[src/rtl/screen_mem_if.sv]
// Bundles the display fetch, CPU write and screen-memory port signals of
// screen_mem_arbiter; slave is the arbiter side, master the surrounding logic.
interface screen_mem_if #(
  parameter int ADDR_W = 11,
  parameter int DATA_W = 8,
  parameter int PEND_W = 3
);
  logic              fetch_req;
  logic [5:0]        fetch_col;
  logic [4:0]        fetch_row;
  logic [DATA_W-1:0] char_code;
  logic              char_valid;

  logic              cpu_wr_valid;
  logic              cpu_wr_ready;
  logic [ADDR_W-1:0] cpu_wr_addr;
  logic [DATA_W-1:0] cpu_wr_data;

  logic [ADDR_W-1:0] mem_addr;
  logic              mem_we;
  logic [DATA_W-1:0] mem_wdata;
  logic [DATA_W-1:0] mem_rdata;

  logic [PEND_W-1:0] wr_pending;

  modport slave (
    input  fetch_req, fetch_col, fetch_row,
    input  cpu_wr_valid, cpu_wr_addr, cpu_wr_data,
    input  mem_rdata,
    output char_code, char_valid, cpu_wr_ready,
    output mem_addr, mem_we, mem_wdata, wr_pending
  );

  modport master (
    output fetch_req, fetch_col, fetch_row,
    output cpu_wr_valid, cpu_wr_addr, cpu_wr_data,
    output mem_rdata,
    input  char_code, char_valid, cpu_wr_ready,
    input  mem_addr, mem_we, mem_wdata, wr_pending
  );
endinterface

[src/rtl/screen_mem_arbiter.sv]
// Single-port screen memory arbiter: display fetches win every slot, CPU writes
// queue in a FIFO and drain in idle slots. Define SMEM_DEFER_COUNT_EN for defer_count.
module screen_mem_arbiter #(
  parameter int COLS       = 40,
  parameter int ROWS       = 30,
  parameter int ADDR_W     = 11,
  parameter int DATA_W     = 8,
  parameter int FIFO_DEPTH = 4
) (
  input  logic        clk,
  input  logic        reset,
  screen_mem_if.slave bus
`ifdef SMEM_DEFER_COUNT_EN
  ,
  output logic [15:0] defer_count
`endif
);

  localparam int IDX_W = $clog2(FIFO_DEPTH);
  localparam int PTR_W = IDX_W + 1;
  localparam int CELLS = COLS * ROWS;

  typedef enum logic [1:0] {
    ST_IDLE,
    ST_READ,
    ST_WRITE
  } state_t;

  state_t state, state_nxt;

  logic [ADDR_W-1:0] fifo_addr [FIFO_DEPTH];
  logic [DATA_W-1:0] fifo_data [FIFO_DEPTH];
  logic [PTR_W-1:0]  wr_ptr, rd_ptr;
  logic [IDX_W-1:0]  wr_idx, rd_idx;
  logic              empty, full, push, pop;

  logic              fetch_in_range;
  logic [ADDR_W-1:0] fetch_addr;
  logic [ADDR_W-1:0] mem_addr_nxt;
  logic [DATA_W-1:0] mem_wdata_nxt;

  // Fetch pipeline stage between the request and the memory read data.
  logic              p1_valid, p1_blank;

  assign wr_idx = wr_ptr[IDX_W-1:0];
  assign rd_idx = rd_ptr[IDX_W-1:0];
  assign empty  = (wr_ptr == rd_ptr);
  assign full   = (wr_ptr[IDX_W] != rd_ptr[IDX_W]) && (wr_idx == rd_idx);

  assign bus.cpu_wr_ready = !full;
  assign bus.wr_pending   = wr_ptr - rd_ptr;
  assign bus.mem_we       = (state == ST_WRITE);

  // Writes outside the visible screen are acknowledged but dropped.
  assign push = bus.cpu_wr_valid && !full && (32'(bus.cpu_wr_addr) < CELLS);

  always_comb begin
    if (COLS == 40)
      fetch_addr = ADDR_W'((32'(bus.fetch_row) << 5) + (32'(bus.fetch_row) << 3)
                           + 32'(bus.fetch_col));
    else
      fetch_addr = ADDR_W'(32'(bus.fetch_row) * COLS + 32'(bus.fetch_col));
    fetch_in_range = (32'(bus.fetch_col) < COLS) && (32'(bus.fetch_row) < ROWS);
  end

  // NOTE: every signal driven here gets a default first, so no path can leave
  // one unassigned and infer a latch.
  always_comb begin
    state_nxt     = ST_IDLE;
    mem_addr_nxt  = bus.mem_addr;
    mem_wdata_nxt = bus.mem_wdata;
    pop           = 1'b0;
    if (bus.fetch_req && fetch_in_range) begin
      state_nxt    = ST_READ;
      mem_addr_nxt = fetch_addr;
    end else if (!empty) begin
      state_nxt     = ST_WRITE;
      mem_addr_nxt  = fifo_addr[rd_idx];
      mem_wdata_nxt = fifo_data[rd_idx];
      pop           = 1'b1;
    end
  end

  // NOTE: sequential state uses non-blocking assignments so every register
  // samples pre-edge values regardless of process ordering.
  always_ff @(posedge clk) begin
    if (reset) begin
      state          <= ST_IDLE;
      bus.mem_addr   <= '0;
      bus.mem_wdata  <= '0;
      wr_ptr         <= '0;
      rd_ptr         <= '0;
      p1_valid       <= 1'b0;
      p1_blank       <= 1'b0;
      bus.char_valid <= 1'b0;
      bus.char_code  <= '0;
    end else begin
      state          <= state_nxt;
      bus.mem_addr   <= mem_addr_nxt;
      bus.mem_wdata  <= mem_wdata_nxt;
      if (push) wr_ptr <= wr_ptr + 1'b1;
      if (pop)  rd_ptr <= rd_ptr + 1'b1;
      p1_valid       <= bus.fetch_req;
      p1_blank       <= !fetch_in_range;
      bus.char_valid <= p1_valid;
      if (p1_valid)
        bus.char_code <= p1_blank ? '0 : bus.mem_rdata;
    end
  end

  // NOTE: FIFO storage is not reset; the pointers alone define which entries
  // are live, so stale contents are never observed.
  always_ff @(posedge clk) begin
    if (push) begin
      fifo_addr[wr_idx] <= bus.cpu_wr_addr;
      fifo_data[wr_idx] <= bus.cpu_wr_data;
    end
  end

`ifdef SMEM_DEFER_COUNT_EN
  // Counts display slots that pushed back a queued write.
  always_ff @(posedge clk) begin
    if (reset)
      defer_count <= '0;
    else if (state == ST_READ && !empty && defer_count != 16'hFFFF)
      defer_count <= defer_count + 16'd1;
  end
`endif

endmodule

[src/flat_wrapper.sv]
// flat-port wrapper written by rule: the top's interface ports become plain ports
module screen_mem_arbiter_flat 
#(
  parameter int COLS       = 40,
  parameter int ROWS       = 30,
  parameter int ADDR_W     = 11,
  parameter int DATA_W     = 8,
  parameter int FIFO_DEPTH = 4
)
  (clk, reset, bus_fetch_req, bus_fetch_col, bus_fetch_row, bus_cpu_wr_valid, bus_cpu_wr_addr, bus_cpu_wr_data, bus_mem_rdata, bus_char_code, bus_char_valid, bus_cpu_wr_ready, bus_mem_addr, bus_mem_we, bus_mem_wdata, bus_wr_pending);
  screen_mem_if #(.ADDR_W(ADDR_W), .DATA_W(DATA_W), .PEND_W(3)) bus_i ();
  input  logic clk;
  input  logic reset;
  input wire logic [$bits(bus_i.fetch_req)-1:0] bus_fetch_req;
  input wire logic [$bits(bus_i.fetch_col)-1:0] bus_fetch_col;
  input wire logic [$bits(bus_i.fetch_row)-1:0] bus_fetch_row;
  input wire logic [$bits(bus_i.cpu_wr_valid)-1:0] bus_cpu_wr_valid;
  input wire logic [$bits(bus_i.cpu_wr_addr)-1:0] bus_cpu_wr_addr;
  input wire logic [$bits(bus_i.cpu_wr_data)-1:0] bus_cpu_wr_data;
  input wire logic [$bits(bus_i.mem_rdata)-1:0] bus_mem_rdata;
  output wire logic [$bits(bus_i.char_code)-1:0] bus_char_code;
  output wire logic [$bits(bus_i.char_valid)-1:0] bus_char_valid;
  output wire logic [$bits(bus_i.cpu_wr_ready)-1:0] bus_cpu_wr_ready;
  output wire logic [$bits(bus_i.mem_addr)-1:0] bus_mem_addr;
  output wire logic [$bits(bus_i.mem_we)-1:0] bus_mem_we;
  output wire logic [$bits(bus_i.mem_wdata)-1:0] bus_mem_wdata;
  output wire logic [$bits(bus_i.wr_pending)-1:0] bus_wr_pending;
  assign bus_i.fetch_req = bus_fetch_req;
  assign bus_i.fetch_col = bus_fetch_col;
  assign bus_i.fetch_row = bus_fetch_row;
  assign bus_i.cpu_wr_valid = bus_cpu_wr_valid;
  assign bus_i.cpu_wr_addr = bus_cpu_wr_addr;
  assign bus_i.cpu_wr_data = bus_cpu_wr_data;
  assign bus_i.mem_rdata = bus_mem_rdata;
  assign bus_char_code = bus_i.char_code;
  assign bus_char_valid = bus_i.char_valid;
  assign bus_cpu_wr_ready = bus_i.cpu_wr_ready;
  assign bus_mem_addr = bus_i.mem_addr;
  assign bus_mem_we = bus_i.mem_we;
  assign bus_mem_wdata = bus_i.mem_wdata;
  assign bus_wr_pending = bus_i.wr_pending;
  screen_mem_arbiter #(.COLS(COLS), .ROWS(ROWS), .ADDR_W(ADDR_W), .DATA_W(DATA_W), .FIFO_DEPTH(FIFO_DEPTH)) u_core (.clk(clk), .reset(reset), .bus(bus_i));
endmodule
[config.mk]
export PLATFORM = sky130hd
export DESIGN_NAME = screen_mem_arbiter_flat
export DESIGN_NICKNAME = d
export VERILOG_FILES = /design/src/rtl/screen_mem_if.sv /design/src/rtl/screen_mem_arbiter.sv /design/src/flat_wrapper.sv
export SDC_FILE = /design/constraint.sdc
export NUM_CORES = 1
export LEC_CHECK = 0
export CAP_MARGIN = 20
export CORE_UTILIZATION = 57
export CTS_CLUSTER_SIZE = 30
export DETAILED_ROUTE_END_ITERATION = 10
export PLACE_DENSITY_LB_ADDON = 0.15
export SLEW_MARGIN = 20
export SYNTH_ARGS = -nofsm -noshare
export SYNTH_HDL_FRONTEND = slang
export SYNTH_SLANG_ARGS = --single-unit
[constraint.sdc]
create_clock -name clk -period 7.7 [get_ports clk]
set_clock_uncertainty 0.1 [all_clocks]
set_input_delay 1.54 -clock clk [delete_from_list [all_inputs] [get_ports clk]]
set_output_delay 1.54 -clock clk [all_outputs]
set_load 0.01 [all_outputs]
# Word level (Yosys, flattened, before mapping)
# Memory sizes are Yosys's and may differ from the RTL's. A register that Yosys moved wholly into a read port is not among the register bits.
# Index checks and enable logic that the tools add are counted.
# totals
reg_bits	30
mem_bits_rw	76
input_bits	42
out_inout_bits	33
elab_cells	46
mem_count	2
# mem_list
memory	depth	width	rd	rd_ports_with_merged_regs	wr	line_no	rtl
u_core.fifo_addr	4	11	1	1	1	screen_mem_arbiter.sv:31	logic [ADDR_W-1:0] fifo_addr [FIFO_DEPTH];
u_core.fifo_data	4	8	1	1	1	screen_mem_arbiter.sv:32	logic [DATA_W-1:0] fifo_data [FIFO_DEPTH];
# op_classes
add_sub_neg	5
magnitude_cmp	3
n_eq_ne	5
muxes	11
bitwise	2
reduce_logical	9
# ops
op	n
11-bit two-way mux	2
10-bit by 8-bit adder with 11-bit output	1
11-bit by 6-bit adder with 11-bit output	1
11-bit < comparator (second input constant)	1
8-bit two-way mux	1
3-bit by 1-bit adder with 3-bit output (second input constant)	2
6-bit < comparator (second input constant)	1
2-bit two-way mux	3
1-bit logical AND	5
5-bit < comparator (second input constant)	1
1-bit two-way mux	5
3-bit == test	1
3-bit subtractor	1
2-bit == test	1
2-bit == test (second input constant)	1
1-bit logical NOT	2
2-bit inequality test (second input constant)	1
1-bit inverter	2
2-bit AND reduction	1
2-bit OR reduction	1
1-bit inequality test	1

# Logic depth before layout (Yosys ltp)
# Gate-level depths: netlist (run 1).
# logic_depth
depth_word	7
depth_mapped	9
ltp_nobuf	9

# Worst setup path after synthesis (run 1)
# OpenSTA, ideal clock, no wires.
# synth_path
kind	input to register
start	in bus_fetch_row[0]
end	reg u_core.bus.mem_addr[8]
setup_ns	0.095
arrival_time_ns	3.310
slack_ns	4.194
cell_stages	8
n_path_buf	0
path_cell_list	inv_1 fa_1 inv_1 fa_1 a21o_1 a21oi_1 xor2_1 a221oi_1
# synth_between
elab_chain_len	4
# synth_rtl
item	line_no	rtl
from (decl)	flat_wrapper.sv:16	input wire logic [$bits(bus_i.fetch_row)-1:0] bus_fetch_row;
parallel branches: the longest is 4 deep, another holds 10-bit by 8-bit adder with 11-bit output	--	
to (signal assigned)	screen_mem_arbiter.sv:99	bus.mem_addr <= mem_addr_nxt;
to (decl)	screen_mem_if.sv:31	output mem_addr, mem_we, mem_wdata, wr_pending
# Parallel ways; which one is timed is not known.
# A chain may end at the register's enable or synchronous reset.

# Worst setup path after layout (run 1)
# layout_path
start	reg u_core.rd_ptr[0]
end	out bus_wr_pending[1]
# layout_between
elab_chain_len	1
# layout_rtl
item	line_no	rtl
from (decl)	screen_mem_arbiter.sv:33	logic [PTR_W-1:0] wr_ptr, rd_ptr;
from (signal assigned)	screen_mem_arbiter.sv:102	if (pop) rd_ptr <= rd_ptr + 1'b1;
3-bit subtractor	screen_mem_arbiter.sv:51	assign bus.wr_pending = wr_ptr - rd_ptr;
to (decl)	flat_wrapper.sv:27	output wire logic [$bits(bus_i.wr_pending)-1:0] bus_wr_pending;
# Every way passes these cells.

==> results of run 1 <==
[per-layer routing]
metal	vias to the layer above	global-route usage [%]	wire length [um]
met4	0	8.462	46
met2	85	39.01	4480
li1	1356	-	-
met3	2	7.553	463
met5	-	0	0
met1	1385	30.70	4127
[state kept, by name, summed over array words and instances (netlist names), named ones only]
register               count
u_core.bus.char_code       8
u_core.bus.char_valid      1
u_core.bus.mem_addr       11
u_core.bus.mem_wdata       8
u_core.fifo_addr          44
u_core.fifo_data          32
u_core.p1_blank            1
u_core.p1_valid            1
u_core.rd_ptr              3
u_core.state               2
u_core.wr_ptr              3
[Yosys cell counts (all sizes together)]
master,count
dfxtp,40
nand2b,1
fa,3
xnor2,6
and2,4
a21oi,31
a32oi,1
mux4,19
a21o,3
xor2,5
nor2,25
clkbuf,8
o21ai,3
a311oi,1
and3,1
a211o,1
buf,5
mux2,1
nor2b,12
a221oi,2
o211ai,1
o21bai,1
ha,16
edfxtp,76
nand3b,1
a211oi,9
nand4,1
mux2i,1
inv,11
nand2,34
nand3,1
[worst min-delay path, stage by stage (launching register included)]
cell and delay (ns):
dfxtp_1 0.30, nand2_1 0.05, a21oi_1 0.05
[final timing paths]
kind / from / to / slack (ns) / cells past startpoint
max: u_core.rd_ptr[0]$_SDFFE_PP0P_ / bus_wr_pending[1] / 3.49 / 4
min: u_core.bus.mem_wdata[2]$_SDFFE_PP0P_ / u_core.bus.mem_wdata[2]$_SDFFE_PP0P_ / 0.35 / 2
max reg2reg: u_core.rd_ptr[0]$_SDFFE_PP0P_ / u_core.fifo_addr[1][3]$_DFFE_PP_ / 4.76 / 5
min reg2reg: u_core.bus.mem_wdata[2]$_SDFFE_PP0P_ / u_core.bus.mem_wdata[2]$_SDFFE_PP0P_ / 0.35 / 2
[power by group through the flow]
stage          clock [mW]  combinational (mW)  sequential, mW
5_1_grt             0.712               0.416           0.782
3_5_place_dp            0               0.377           0.784
6_report            0.671               0.384           0.769
4_1_cts             0.680               0.385           0.772
3_3_place_gp            0               0.371           0.781
2_1_floorplan           0               0.248           0.760
[area by class of cell]
class | instances | area (sq um) | area share, %
flip-flops and latches | 116 | 3083 | 51.17
multi-input cells | 184 | 1496 | 24.84
repair buffers | 77 | 760.7 | 12.63
clock buffers | 20 | 425.4 | 7.061
well taps | 102 | 127.6 | 2.118
clock inverters | 12 | 90.09 | 1.495
inverters | 11 | 41.29 | 0.6854
[per-stage QoR]
stage                     hold WS [ns]  instances
after floorplan                 0.3805        324
final                           0.3549        522
after CTS                       0.3577        521
after detailed placement        0.3504        489
after global routing            0.3858        522
after global placement          0.3429        489
[kinds of logic after synthesis]
kind of cell	count (synthesis)	share of synthesized area, %
compound gates	53	7.004
fa+ha+maj	19	5.560
buf+inv	24	2.165
simple gates	80	7.592
flops	116	65.86
mux	21	9.596
xor+xnor	11	2.219
==> metrics.txt, run 1 <==
status completed; critical path's slowest cell dfxtp_1; Area contributors post-synth edfxtp_1 (49%), dfxtp_1 (17%), mux4_2 (9.1%); largest net degree at the start of global routing 40; syn avg cell area 14.45 sq um; switching power 485.8 uW; fin area 6025 sq um; Final #Nets 468; die height 92.62 um; PnR worst setup slack 3.489 ns; worst slew pin tran 1.019 ns; via count 2828; final cycle utilization of the critical path 54.69%; critical path data arrival time 2.57 ns; Finish-stage setup viols 0; Synth Register Bits 116; core area 7848 sq um; final antenna-violating net count 0; initial antenna violation count 0; Via density 5.418; Worst Hold Class register to register; Comb power frac 21.0%; CTS buffer count 17; Sw Share 26.63%; GRT overflow 0; ant diodes 0; Critical Path Sink Type output pin; RD Place Congestion 0.8067; Buf/Inv on CP 2; Final Hold Fails 0; Pwr Total 1.824 mW; Post-CTS Setup Inserts 0; yosys warns 0; Total GRT Usage 24.02%; Mapped Nets 385; cell breakdown of the critical path ha_1 > fa_1 > inv_1 > clkdlybuf4s50_1; share of layout cells above drive strength 1 11.90%; share of the synthesized area in the top cell type 48.76%; DR WL/cell 17.47 um; H-tree depth 4; DRC 0; Layout area overhead 28.71%; Clock transition at path regs 0.05 ns; Longest Clk Path Bufs 2; CTS tree done; most common cell after layout, fill and taps aside edfxtp_1; Crit path max-delay family flip-flops; Max-cap violations 0; Area after DPL 5504 sq um; Setup TNS 0 ns; Seq/Total Area, Yosys 65.86%; cts hold-fix bufs 0; Slew Limit Headroom 32.06%; DPL Wire Length 5789 um; CP required 6.06 ns; dominant cell type by area after synthesis edfxtp_1; Setup CP Type register to output pin; Mapped Area 4681 sq um; vias in the first global route 2908; Synth Instances 324; drt total wl 9117 um; CTS root buf clkbuf_8; Peak Freq 237.5 MHz; synth unique cells 37; Startpoint Class register; IO Pins 75; IO Port Bufs 74; CP peak stage delay 0.75 ns; Int Pwr 1.338 mW; clk sinks 116; fillers 506; post_cts resized 0; initial core utilization 59.65%; first-pass GRT wire length 14720 um; die width 92.62 um; Leakage 2.139 nW; Rows 32; Power Density 302.8 nW/um^2; Clk pwr share 36.8%; fin util 76.77%; Detailed Routing Iterations Pass 1 4; critical path fanouts, max 11; pre-CTS worst setup slack 3.521 ns; First DRT Iteration DRCs 122; RSZ-0062 raised after global routing false; min cycle time layout 4.211 ns; sequential cell fraction of total power 42.2%; peak supply drop 0.0002267 V; die area 8578 sq um; highest-count cells in the layout ignoring fill and taps edfxtp_1 (76), clkdlybuf4s50_1 (74), dfxtp_1 (40), nand2_1 (34), a21oi_1 (30); max-slew violations 0; worst-skew pair later-pin latency 0.50 ns
Power figures use the tool's default switching activity.
==> inputs of run 2 (changes only) <==
Settings changed: CORE_UTILIZATION 57 to 48.
Clock period 7.7 ns to 3.8 ns, I/O delays scaled along.
==> run 2 against run 1 <==
Net effect:
- count of clock-buffer cells in the layout increased by 1
- largest cell class unchanged
- cell count is 5.9% higher
- non-clock buffer count up 4
- register-to-register slack worse by 3.6 ns
- worst hold slack worse by 0.0010 ns
==> metrics.txt, run 2 (synthesis results as in run 1) <==
GRT overflow 0; largest net degree at the start of global routing 33; H-tree depth 4; fin area 6178 sq um; initial antenna violation count 0; Detailed Routing Iterations Pass 1 4; final antenna-violating net count 0; Peak Freq 303.9 MHz; CP peak stage delay 0.69 ns; worst slew pin tran 0.7335 ns; Setup TNS 0 ns; Max-cap violations 0; CTS tree done; highest-count cells in the layout ignoring fill and taps edfxtp_1 (76), clkdlybuf4s50_1 (73), dfxtp_1 (40), nand2_1 (34), a21oi_1 (30); multi-input logic area 1496 sq um; Finish-stage setup viols 0; register area 3083 sq um; FF-to-FF path depth 7; via count 2768; Via density 5.005; WHS 0.3539 ns; Post-CTS Setup Inserts 0; final cycle utilization of the critical path 86.60%; die area 10150 sq um; DR WL/cell 15.85 um; sequential cell fraction of total power 39.5%; Worst Setup SP u_core.rd_ptr[1]$_SDFFE_PP0P_; IO Port Bufs 74; Clk pwr share 39.6%; Int Pwr 2.894 mW; CP Capture Point bus_cpu_wr_ready; max-slew violations 0; drt total wl 8764 um; CP required 2.94 ns; CTS root buf clkbuf_8; DRC 0; critical path fanouts, max 12; Final Hold Fails 0; RSZ-0062 raised after global routing false; post_cts resized 0; IO Pins 75; Crit path max-delay family flip-flops; peak supply drop 0.0003301 V; biggest regs u_core.fifo_addr: 44 flops, u_core.fifo_data: 32 flops, u_core.bus.mem_addr: 11 flops; Final #Nets 472; Total GRT Usage 19.07%; worst-skew pair later-pin latency 0.50 ns; die width 100.8 um; DPL Wire Length 5798 um; Clock transition at path regs 0.05 ns; most common cell after layout, fill and taps aside edfxtp_1; RR Endpoint u_core.fifo_addr[1][5]$_DFFE_PP_; die height 100.8 um; Power Density 627.8 nW/um^2; Comb power frac 20.9%; critical path's slowest cell dfxtp_1; Worst Hold Class register to register; Stages on worst setup path 5; clk sinks 116; max FFs per register 44; RR Startpoint u_core.rd_ptr[1]$_SDFFE_PP0P_; Slew Limit Headroom 51.03%; Rows 35; Sw Share 25.39%; cell breakdown of the critical path inv_1 > ha_1 > and2_1 > nand2_1 > clkdlybuf4s50_1; most flop-heavy register u_core.fifo_addr; critical path data arrival time 2.43 ns; ant diodes 0; first-pass GRT wire length 14140 um; switching power 984.8 uW; fillers 711; share of layout cells above drive strength 1 13.68%; initial core utilization 50.18%; vias in the first global route 2798; core area 9328 sq um; min cycle time layout 3.291 ns; Setup CP Type register to output pin; Critical Path Sink Type output pin; Layout area overhead 32.00%; Leakage 2.200 nW; Startpoint Class register; status completed; RD Place Congestion 0.7806; First DRT Iteration DRCs 185; Area after DPL 5595 sq um; CTS buffer count 17; Buf/Inv on CP 2; Reg2Reg Setup Slack 1.16 ns; cts hold-fix bufs 0; Longest Clk Path Bufs 2
==> run 2: cell type report <==
type,instances,share of cell area [%]
sequential,116,49.90
clock inverter,11,2.167
multi-input combinational,184,24.22
inverter,11,0.6683
tap,129,2.612
clock buffer,21,7.270
timing repair buffer,81,13.16
==> run 2: routing by layer <==
metal | vias up | routed length [um] | GRT usage [%]
met1 | 1325 | 4197 | 25.56
met5 | - | 0 | 0
met4 | 0 | 75 | 7.804
met3 | 8 | 417 | 4.508
li1 | 1364 | - | -
met2 | 71 | 4073 | 30.14
==> run 2: how the worst min path moves through the flow <==
stage                                                    start                                    to  slack, ns  depth (start not counted)
after floorplan           u_core.bus.mem_wdata[0]$_SDFFE_PP0P_  u_core.bus.mem_wdata[0]$_SDFFE_PP0P_       0.38                          2
after global placement    u_core.bus.mem_wdata[2]$_SDFFE_PP0P_  u_core.bus.mem_wdata[2]$_SDFFE_PP0P_       0.35                          2
after detailed placement  u_core.bus.mem_wdata[2]$_SDFFE_PP0P_  u_core.bus.mem_wdata[2]$_SDFFE_PP0P_       0.35                          2
after CTS                 u_core.bus.mem_wdata[5]$_SDFFE_PP0P_  u_core.bus.mem_wdata[5]$_SDFFE_PP0P_       0.36                          2
after global routing      u_core.bus.mem_wdata[1]$_SDFFE_PP0P_  u_core.bus.mem_wdata[1]$_SDFFE_PP0P_       0.38                          2
final                     u_core.bus.mem_wdata[2]$_SDFFE_PP0P_  u_core.bus.mem_wdata[2]$_SDFFE_PP0P_       0.35                          2
==> run 2: power groups by stage <==
stage / Clock [mW] / Sequential, mW / Combinational, mW
6_report: 1.53 / 1.53 / 0.811
5_1_grt: 1.62 / 1.55 / 0.887
4_1_cts: 1.56 / 1.54 / 0.822
3_5_place_dp: 0 / 1.56 / 0.811
3_3_place_gp: 0 / 1.56 / 0.804
2_1_floorplan: 0 / 1.54 / 0.503
==> run 2: worst reg2reg max path: stages, from the launching register on <==
cell     delay (ns)
dfxtp_1        0.69
inv_1          0.10
ha_1           0.33
nand2_1        0.11
o21ai_1        0.12
a21oi_2        0.25
and2_1         0.43
buf_12         0.21
==> run 2: stage by stage <==
| stage | std cells | power [mW] | utilization (%) | worst slack [ns] |
|---|---|---|---|---|
| 2_1_floorplan | 324 | 2.042 | - | 1.074 |
| 3_3_place_gp | 521 | 2.364 | 60.04 | 0.4682 |
| 3_5_place_dp | 521 | 2.374 | 59.99 | 0.4735 |
| 4_1_cts | 553 | 3.917 | 66.24 | 0.4617 |
| 5_1_grt | 553 | 4.057 | 66.24 | 0.3736 |
| 6_report | 553 | 3.879 | 66.24 | 0.5093 |
==> RTL edit 1, RTL diff (settings of run 1) <==
Encoding of `state_t`: now one-hot (3 bits for 3 states).
--- a/src/rtl/screen_mem_arbiter.sv
+++ b/src/rtl/screen_mem_arbiter.sv
@@ -21,8 +21,8 @@
   localparam int CELLS = COLS * ROWS;
 
-  typedef enum logic [1:0] {
-    ST_IDLE,
-    ST_READ,
-    ST_WRITE
+  typedef enum logic [2:0] {
+    ST_IDLE  = 3'b001,
+    ST_READ  = 3'b010,
+    ST_WRITE = 3'b100
   } state_t;
 
Formal check against the unedited RTL: same outputs for any inputs over 10 cycles, from zero or initial values and one cycle with reset high; not proved beyond that.
==> RTL edit 1 against run 1 <==
Global-route usage grew 1.6 points. Worst setup slack lost 0.026 ns. Sequential cell count grew 1. Synthesized area grew 0.69%. Total power grew 11%. Critical path depth is the same. Routed wire length grew 9.8%. Final area grew 2.7%. First-iteration DRC count grew 26%. Combinational power grew 1%. Largest power group is now clock. Highest routed layer unchanged.
==> RTL edit 1: results (changes against run 1) <==
* Final nets at 470 (+0.43%)
* First-pass GRT wire length at 15,700 um (+6.8%)
* Share of the yosys chip area belonging to registers at 0.658 (about the same)
* Maximum VDD drop at 269 uV (+18%)
* Min-delay worst type: flip-flop to flip-flop
* Synth Area in Compound Gates at 0.0711 (+0.00111)
* Mux cell area share after synthesis at 0.0953 (-0.000662)
* Switching part of the total at 0.252 (-0.0141)
* FF-to-FF path depth at 8 (+3)
* 1st-iter DRT viols at 154 (+26%)
* Hold Path End: u_core.bus.mem_wdata[5]$_SDFFE_PP0P_
* Vias at 2,944 (+4.1%)
* Initial antenna violation count at 0 (unchanged)
* Top cells by area, synth: edfxtp_1 48%, dfxtp_1 17%, mux4_2 9.1%, ha_1 4.2%, a21oi_1 3.2%
* Slowest cell delay on critical path at 0.78 ns (+0.03 ns)
* CP Data Arrival Time at 2.60 ns (+0.03 ns)
* Share of cells above drive strength 1 at 0.130 (+0.0113)
* WL/cell at 19.1 um (+9.4%)
* Leakage power at 2.21 nW (+3.4%)
* Terminus of the critical flop-to-flop path: u_core.wr_ptr[2]$_SDFFE_PP0P_
* Combinational Power at 0.388 mW (+1%)
* Post-synth top cells: 76 x edfxtp_1, 41 x dfxtp_1, 34 x nand2_1, 30 x a21oi_1, 25 x nor2_1
* GPL Wtd Cong at 0.822 (+1.9%)
* Cells after Synth at 327 (+0.93%)
* WL final at 10,000 um (+9.8%)
* Placed cell count at 491 (+0.41%)
* Hold path start: u_core.bus.mem_wdata[5]$_SDFFE_PP0P_
* Synth Area in XOR/XNOR at 0.0220 (-0.000153)
* R2R Path Start: u_core.rd_ptr[1]$_SDFFE_PP0P_
* P_clk at 0.859 mW (+28%)
* Gr usage total at 0.256 (+0.0158)
* Status: completed
* Worst R2R Setup Slack at 4.65 ns (-0.11 ns)
* Synthesized Nets at 388 (+0.78%)
* Antenna Cells at 0 (unchanged)
* Slew margin rel. at 0.335 (+0.0142)
-- RTL edit 1: area by class of cell --
| type | count | area [um2] |
|---|---|---|
| Clock buffer | 19 | 422 |
| Clock inverter | 13 | 230 |
| Fill cell | 460 | 1660 |
| Inverter | 11 | 41.3 |
| Multi-Input combinational cell | 185 | 1500 |
| Sequential cell | 117 | 3100 |
| Tap cell | 102 | 128 |
| Timing Repair Buffer | 77 | 763 |
-- RTL edit 1: through the flow --
step           instance area (um2)  hold slack, ns  setup WS, ns   util
4_1_cts                       6180           0.355          3.40  0.788
2_1_floorplan                 4710           0.381          4.19      -
5_1_grt                       6190           0.376          3.31  0.789
6_report                      6190           0.351          3.46  0.789
3_5_place_dp                  5530           0.347          3.46  0.705
3_3_place_gp                  5530           0.344          3.53  0.705
-- RTL edit 1: routing by layer --
layer,global-route usage,vias up,share of wire
li1,-,1372,-
met1,0.309,1429,0.40
met2,0.427,122,0.52
met3,0.0714,21,0.060
met4,0.117,0,0.019
met5,0,-,0
==> RTL edit 2, RTL diff (settings of run 1) <==
Without the edit above. `COLS` is set to 40 in 2 places; all go to 30.
--- a/src/rtl/screen_mem_arbiter.sv
+++ b/src/rtl/screen_mem_arbiter.sv
@@ -2,5 +2,5 @@
 // queue in a FIFO and drain in idle slots. Define SMEM_DEFER_COUNT_EN for defer_count.
 module screen_mem_arbiter #(
-  parameter int COLS       = 40,
+  parameter int COLS       = 30,
   parameter int ROWS       = 30,
   parameter int ADDR_W     = 11,
--- a/src/flat_wrapper.sv
+++ b/src/flat_wrapper.sv
@@ -2,5 +2,5 @@
 module screen_mem_arbiter_flat 
 #(
-  parameter int COLS       = 40,
+  parameter int COLS       = 30,
   parameter int ROWS       = 30,
   parameter int ADDR_W     = 11,
Check against the original RTL: not equivalent (a bounded check fails within 4 cycles, from zero or initial values and one cycle with reset high).
==> RTL edit 2 against run 1 <==
Register-to-register slack got worse by 0.04 ns. Sequential cell count is the same. Final area is 10% higher. Routed wire length increased by 9.5%. Via count up 12%. Total power grew 13%. Die area up 11%. First-iteration DRC count rose by 37%. Synthesized cell count up 14%. Synthesized area rose by 11%. Combinational power rose by 22%. Worst setup slack got worse by 0.58 ns.
==> RTL edit 2: results (changes against run 1) <==
* Status: completed
* GR Util met3 at 0.0676 (-0.00791)
* Worst Setup SP: bus_fetch_row[1]
* WL/cell at 17.6 um (+0.65%)
* WL met3 at 473 um (+2.2%)
* Min-delay worst type: flip-flop to flip-flop
* Post-Route Hold Slack at 0.354 ns (-0.00128 ns)
* Worst Setup EP: u_core.bus.mem_addr[9]$_SDFFE_PP0P_
* Tightest Pin Transition at 1.03 ns (+0.0155 ns)
* Hold Path End: u_core.bus.mem_wdata[0]$_SDFFE_PP0P_
* Clk_buf instances at 17 (-15%)
* Final nets at 524 (+12%)
* GRT met2 Usage at 0.373 (-0.0173)
* FF-to-FF path depth at 4 (-1)
* Vias in the first global route at 3,238 (+11%)
* Final clock-cell share at 0.0939 (+0.00834)
* FILL cells at 557 (+10%)
* Post-synth top cells: 76 x edfxtp_1, 40 x dfxtp_1, 25 x a21oi_1, 25 x ha_1, 25 x nor2_1
* Multi-input comb cells at 216 (+17%)
* Share of cells above drive strength 1 at 0.122 (+0.00269)
* 1st-iter DRT viols at 167 (+37%)
* Fmax at 0.209 GHz (-12%)
* Vias at 3,166 (+12%)
* WL final at 9990 um (+9.5%)
* Placed cell area at 0.00601 mm2 (+9.2%)
* CP max FO at 4 (-7)
* Top flop regs: u_core.fifo_addr x44, u_core.fifo_data x32, u_core.bus.mem_addr x11
* Slowest cell delay on critical path at 0.56 ns (-0.19 ns)
* Maximum VDD drop at 269 uV (+19%)
* Wl on met1 at 4500 um (+9.1%)
* GR Layer Usage met1 at 0.298 (-0.00943)
* Yosys cell types at 45 (+22%)
* Placed cell count at 537 (+9.8%)
* Leakage power at 2.41 nW (+13%)
* Nonclk inv count at 22 (+11)
* DIE WIDTH at 97.4 um (+5.2%)
* Met2 wire len at 4910 um (+9.6%)
* CP max stage cell: clkdlybuf4s50_1
* Hold path start: u_core.bus.mem_wdata[0]$_SDFFE_PP0P_
* First-pass GRT wire length at 16,500 um (+12%)
* GPL Wtd Cong at 0.778 (-3.6%)
* FF+latch count at 116 (unchanged)
* Top delay family on crit path: adder cells
* DP Worst Slack at 2.39 ns (-1.13 ns)
* Share of the yosys chip area belonging to registers at 0.594 (-0.0646)
* Gr usage total at 0.229 (-0.0110)
* Synthesized Nets at 444 (+15%)
## RTL edit 2: power breakdown
part | switching, mW | total [mW] | internal [mW] | leakage, nW
clock | 0.270 | 0.823 | 0.554 | 0.289
sequential | 0.0531 | 0.766 | 0.713 | 1.02
combinational | 0.215 | 0.467 | 0.252 | 1.10
total | 0.538 | 2.06 | 1.52 | 2.41
## RTL edit 2: cells by family (layout without fill, tap and decap cells)
kind of cell,Yosys count,count (layout),synth area share
multiplexers,31,31,0.106
XOR/XNOR,14,14,0.0236
AND/OR/NAND/NOR,82,82,0.0817
flip-flops,116,116,0.594
AO/OA/AOI/OAI,55,55,0.0723
buffers and inverters,36,128,0.0277
adder cells (fa/ha/maj),34,34,0.0950
## RTL edit 2: worst reg2reg max path, cell delays in order, from the launching register on
cell      delay [ns]
dfxtp_1         0.77
ha_1            0.38
nand3b_1        0.14
and4b_1         0.34
and2_1          0.85
